===== src/rtl/alu_arbiter.sv =====
// Two-port round-robin front end sharing one combinational ALU, with a single
// registered response stage that routes each result back to its requester.

module alu (
   input  logic [3:0]  code_i,
   input  logic [31:0] a_i,
   input  logic [31:0] b_i,
   output logic [31:0] result_o,
   output logic        illegal_o
);
   // Shifts use the full operand 2 as amount; callers mask it when required.
   always_comb begin
      result_o  = '0;
      illegal_o = 1'b0;
      case (code_i)
         4'b0000: result_o = a_i + b_i;
         4'b1000: result_o = a_i - b_i;
         4'b0001: result_o = a_i << b_i;
         4'b0010: result_o = {31'b0, $signed(a_i) < $signed(b_i)};
         4'b1010: result_o = {31'b0, a_i < b_i};
         4'b0100: result_o = a_i ^ b_i;
         4'b0110: result_o = a_i | b_i;
         4'b0111: result_o = a_i & b_i;
         4'b0101: result_o = a_i >> b_i;
         4'b1101: result_o = $signed(a_i) >>> b_i;
         4'b1111: result_o = '0;
         default: illegal_o = 1'b1;
      endcase
   end
endmodule

module alu_arbiter (
   input  logic        clock,
   input  logic        nReset,
   input  logic [1:0]  reqValid,
   output logic [1:0]  reqReady,
   input  logic [3:0]  reqCode0,
   input  logic [3:0]  reqCode1,
   input  logic [31:0] reqA0,
   input  logic [31:0] reqA1,
   input  logic [31:0] reqB0,
   input  logic [31:0] reqB1,
   output logic [1:0]  respValid,
   input  logic [1:0]  respReady,
   output logic [31:0] respResult,
   output logic        respNegative,
   output logic        respZero,
   output logic        respIllegal
);
   logic        stageValid_q, stageValid_d;
   logic        stageOwner_q, stageOwner_d;
   logic        lastGrant_q, lastGrant_d;
   logic [31:0] result_q, result_d;
   logic        negative_q, negative_d;
   logic        zero_q, zero_d;
   logic        illegal_q, illegal_d;

   logic        stageFree;
   logic        grant;
   logic        accept;
   logic [3:0]  aluCode;
   logic [31:0] aluA;
   logic [31:0] rawB;
   logic [31:0] aluB;
   logic [31:0] aluResult;
   logic        aluIllegal;

   always_comb begin
      stageFree = !stageValid_q || respReady[stageOwner_q];
      grant     = (reqValid == 2'b11) ? !lastGrant_q : reqValid[1];
      reqReady  = '0;
      if (nReset && stageFree && (reqValid != 2'b00)) begin
         reqReady[grant] = 1'b1;
      end
   end

   assign accept = |(reqValid & reqReady);

   always_comb begin
      aluCode = grant ? reqCode1 : reqCode0;
      aluA    = grant ? reqA1 : reqA0;
      rawB    = grant ? reqB1 : reqB0;
      aluB    = rawB;
      if (aluCode == 4'b0001 || aluCode == 4'b0101 || aluCode == 4'b1101) begin
         aluB = {27'b0, rawB[4:0]};
      end
   end

   alu u_alu (
      .code_i   (aluCode),
      .a_i      (aluA),
      .b_i      (aluB),
      .result_o (aluResult),
      .illegal_o(aluIllegal)
   );

   // Payload fields are left untouched on a plain drain; only valid drops.
   always_comb begin
      stageValid_d = stageValid_q;
      stageOwner_d = stageOwner_q;
      lastGrant_d  = lastGrant_q;
      result_d     = result_q;
      negative_d   = negative_q;
      zero_d       = zero_q;
      illegal_d    = illegal_q;
      if (accept) begin
         stageValid_d = 1'b1;
         stageOwner_d = grant;
         lastGrant_d  = grant;
         result_d     = aluResult;
         negative_d   = aluResult[31];
         zero_d       = (aluResult == 32'h0);
         illegal_d    = aluIllegal;
      end else if (stageValid_q && respReady[stageOwner_q]) begin
         stageValid_d = 1'b0;
      end
   end

   always_ff @(posedge clock) begin
      if (!nReset) begin
         stageValid_q <= 1'b0;
         stageOwner_q <= 1'b0;
         lastGrant_q  <= 1'b1;
         result_q     <= '0;
         negative_q   <= 1'b0;
         zero_q       <= 1'b1;
         illegal_q    <= 1'b0;
      end else begin
         stageValid_q <= stageValid_d;
         stageOwner_q <= stageOwner_d;
         lastGrant_q  <= lastGrant_d;
         result_q     <= result_d;
         negative_q   <= negative_d;
         zero_q       <= zero_d;
         illegal_q    <= illegal_d;
      end
   end

   assign respValid    = {stageValid_q && stageOwner_q, stageValid_q && !stageOwner_q};
   assign respResult   = result_q;
   assign respNegative = negative_q;
   assign respZero     = zero_q;
   assign respIllegal  = illegal_q;
endmodule

===== config.mk =====
export PLATFORM = sky130hd
export DESIGN_NAME = alu_arbiter
export DESIGN_NICKNAME = d
export VERILOG_FILES = /design/src/rtl/alu_arbiter.sv
export SDC_FILE = /design/constraint.sdc
export NUM_CORES = 1
export LEC_CHECK = 0
export ABC_AREA = 1
export ABC_CLOCK_PERIOD_IN_PS = 8450
export BUFFER_PORTS_ARGS = -buffer_cell sky130_fd_sc_hd__buf_2
export CAP_MARGIN = 0
export CORE_ASPECT_RATIO = 1.2
export CORE_MARGIN = 4
export CORE_UTILIZATION = 55
export CTS_CLUSTER_SIZE = 8
export DETAILED_ROUTE_END_ITERATION = 12
export PLACE_DENSITY = 0.75
export SETUP_SLACK_MARGIN = 0.1
export SLEW_MARGIN = 30
export SYNTH_ARGS = -nofsm -noshare
export SYNTH_HDL_FRONTEND = slang
export SYNTH_SLANG_ARGS = --single-unit

===== constraint.sdc =====
create_clock -name clock -period 8.45 [get_ports clock]
set_input_delay 0 -clock clock [delete_from_list [all_inputs] [get_ports clock]]
set_output_delay 0 -clock clock [all_outputs]
set_load 0.03 [all_outputs]

==> impl_metrics.ini <==
[setup_path]
crit_path_frequent_cell = nand2_1
worst_setup_path_start_kind = register
critPathMaxFanout = 107
required_ps = 8670
cp_top_family = simple AND/OR/NAND/NOR gates
worstSetupEndpointType = register
critPathKind = register to register
r2r_start = lastGrant_q$_SDFFE_PN1P_
cp.arrival_ps = 5970
crit_end = respZero$_SDFFE_PN1P_
rrSetupSlack_ps = 2700
cp.depth = 29
cpPeakStageDelay_ps = 470
crit_buf_inv = 3
r2r_cells = 29
crit_path_start = lastGrant_q$_SDFFE_PN1P_
cp_slowest_cell = buf_4
reg2reg_to = respZero$_SDFFE_PN1P_

[die]
fp.dieH_um = 171.0
io_pins = 181
coreArea_sq_um = 21700
die-area_sq_um = 24590
core.rowCount = 59
start_util_pct = 56.09
die_x_um = 143.8

[power]
powerDensity_nw_per_um2 = 135.4
peakVddDrop_mv = 0.2523
p_leak_nw = 7.364

[yosys]
synthCells = 2388
syn_area_sq_um = 12170
ys_types = 54
synth_top_cell_by_area = nand2_1
synth_top_area_share_pct = 21.00
ys_warn_count = 0
seq_area_frac_synth_pct = 6.084
synthArstFlopShare_pct = 0
avgSynthCellArea_sq_um = 5.098
synth_edf_count = 0
syn_nets = 2629
synth.ff_latch_count = 37
synth_area_leaders = nand2_1 (21%), nand3_1 (18%), ha_1 (10%)
synth_top_flop_cell = dfxtp_1

[route]
antenna_left = 0
drc = 0
vias_per_cell = 6.329
wl_um = 57100
initialDrtViolationCount = 2818
firstDrtPassIters = 8
wl_per_cell_um = 20.68
via_count = 17470

[clocking]
htreeDepth = 2
cts_tree = done
clk_latency_ps = 280
cts_hold_buffers = 0
clockBufferDepth = 2
post-cts-setup-buffers = 0
numCtsBuffers = 5
clock-root-buffer = clkbuf_16
cts_resized = 0
cts_sinks = 37
path_clk_slew_ps = 50

[grt]
grt_pass1_wl_um = 86840
track_usage_pct = 45.12
grt_pass1_vias = 15900
grt_use_met3_pct = 9.058
gr-usage-met2_pct = 70.60
grt_max_degree = 108
antenna_found_initial = 0
grt.met1_usage_pct = 54.60
top_usage_layer = met2
grt_overflow = 0

[finish]
area_delta_synth_final_pct = 9.620
final-instance-count-excl-fill = 2761
drive_above_1_share_pct = 12.18
fin_area_sq_um = 13350
layout.nets = 2727
diodes = 0
fillers = 2236

[sta]
finalCritPeriodShare_pct = 68.03
fin_crit_ps = 5749
clock_skew_ps = 2.630
slew_headroom_pct = 29.56
hold_violations = 0
whs_ps = 117.6
rsz0062_at_grt = false
setup_viol = 0
setup_tns_ps = 0
tightest_slew_ps = 1050
fmax_mhz = 174.0
maxSlewViolCount = 0

[placed_design]
globalplace.congestion = 1.131
placedCellCount = 2753
dp_hpwl_um = 44660
placed_area_sq_um = 13170
port_buffers = 180

[hold_path]
hold_path.class = primary input to register

[status]
status = completed

[flow_run]
cap_viol_max_count = 0
-- power by group --
group          switching, mW  internal, mW
clock network         0.0671         0.147
registers            0.00998         0.192
logic                  0.996         0.394
total                   1.07         0.733
-- worst register-to-register path, delay by kind of cell (launching register included) --
family,cells,cell delay [ps]
adder cells (fa/ha/maj),1,340
AO/OA/AOI/OAI,4,1010
buffers and inverters,3,960
AND/OR/NAND/NOR,21,3000
flip-flops,1,370
-- worst min-delay path by stage --
stage	start	end	slack, ps	depth (start not counted)
after floorplan	respReady[0]	stageValid_q$_SDFFE_PN0P_	260	3
after detailed placement	respReady[0]	stageValid_q$_SDFFE_PN0P_	400	4
after CTS	respReady[0]	stageValid_q$_SDFFE_PN0P_	110	4
after global routing	respReady[1]	stageValid_q$_SDFFE_PN0P_	170	4
final	respReady[0]	stageValid_q$_SDFFE_PN0P_	120	4
after global placement	respReady[0]	stageValid_q$_SDFFE_PN0P_	360	4
-- cell families after synthesis --
group	after synthesis	share of synthesized area, %
simple gates	1436	51.35
compound gates	415	18.97
buf+inv	398	13.08
fa+ha+maj	99	10.30
flops	37	6.084
xor+xnor	3	0.2159
-- sequential cells by signal (all words and copies together), names as in the netlist --
register / cells
respResult: 32
stageValid_q: 1
stageOwner_q: 1
respIllegal: 1
lastGrant_q: 1
respZero: 1
-- synth_stat cells, types with 5 or more instances --
master / count
a211oi_1: 6
a21oi_1: 160
a221oi_1: 9
a31oi_1: 7
buf_1: 23
buf_2: 23
buf_4: 5
buf_6: 5
clkbuf_1: 71
dfxtp_1: 37
ha_1: 97
inv_1: 248
inv_2: 17
nand2_1: 681
nand2_2: 12
nand2_4: 5
nand3_1: 434
nand4_1: 35
nor2_1: 217
nor2_2: 9
nor3_1: 18
o211ai_1: 6
o21a_1: 6
o21ai_0: 135
o21ai_1: 36
o21ai_2: 10
o221ai_1: 5
o22ai_1: 15
or2_2: 9
-- cell usage in the layout, fill, tap and decap left out, drive strengths merged, types with 9 or more instances in the layout --
cell type / synthesis / final
nor3: 18 / 18
nand4: 35 / 35
ha: 97 / 97
nor2: 230 / 230
a21oi: 161 / 161
dfxtp: 37 / 37
or2: 10 / 10
nand3: 436 / 436
buf: 57 / 219
inv: 266 / 266
nand2: 699 / 699
o21ai: 181 / 181
o22ai: 15 / 15
a221oi: 9 / 9
-- stage by stage --
stage	util, %	worst slack, ps	power [mW]
global placement	60.67	2768	1.507
detailed placement	60.67	2833	1.527
floorplan	-	4207	1.132
global route	61.49	2241	1.939
CTS	61.47	2778	1.745
finish	61.49	2701	1.806
-- cell type report --
class / count / area [sq um] / area share [%]
inverter: 270 / 1016 / 7.613
sequential: 37 / 740.7 / 5.550
multi-input combinational: 1953 / 9879 / 74.03
clock inverter: 1 / 30.03 / 0.2250
tap: 274 / 342.8 / 2.569
clock buffer: 7 / 142.6 / 1.069
timing repair buffer: 219 / 1194 / 8.944
-- per-layer routing --
layer  part of all wire (%)  vias up
met2                     42     1378
met3                     12      329
met1                     36     7675
met4                    9.7        0
li1                       -     8092
met5                      0        -
(Power assumes the default switching activity.)
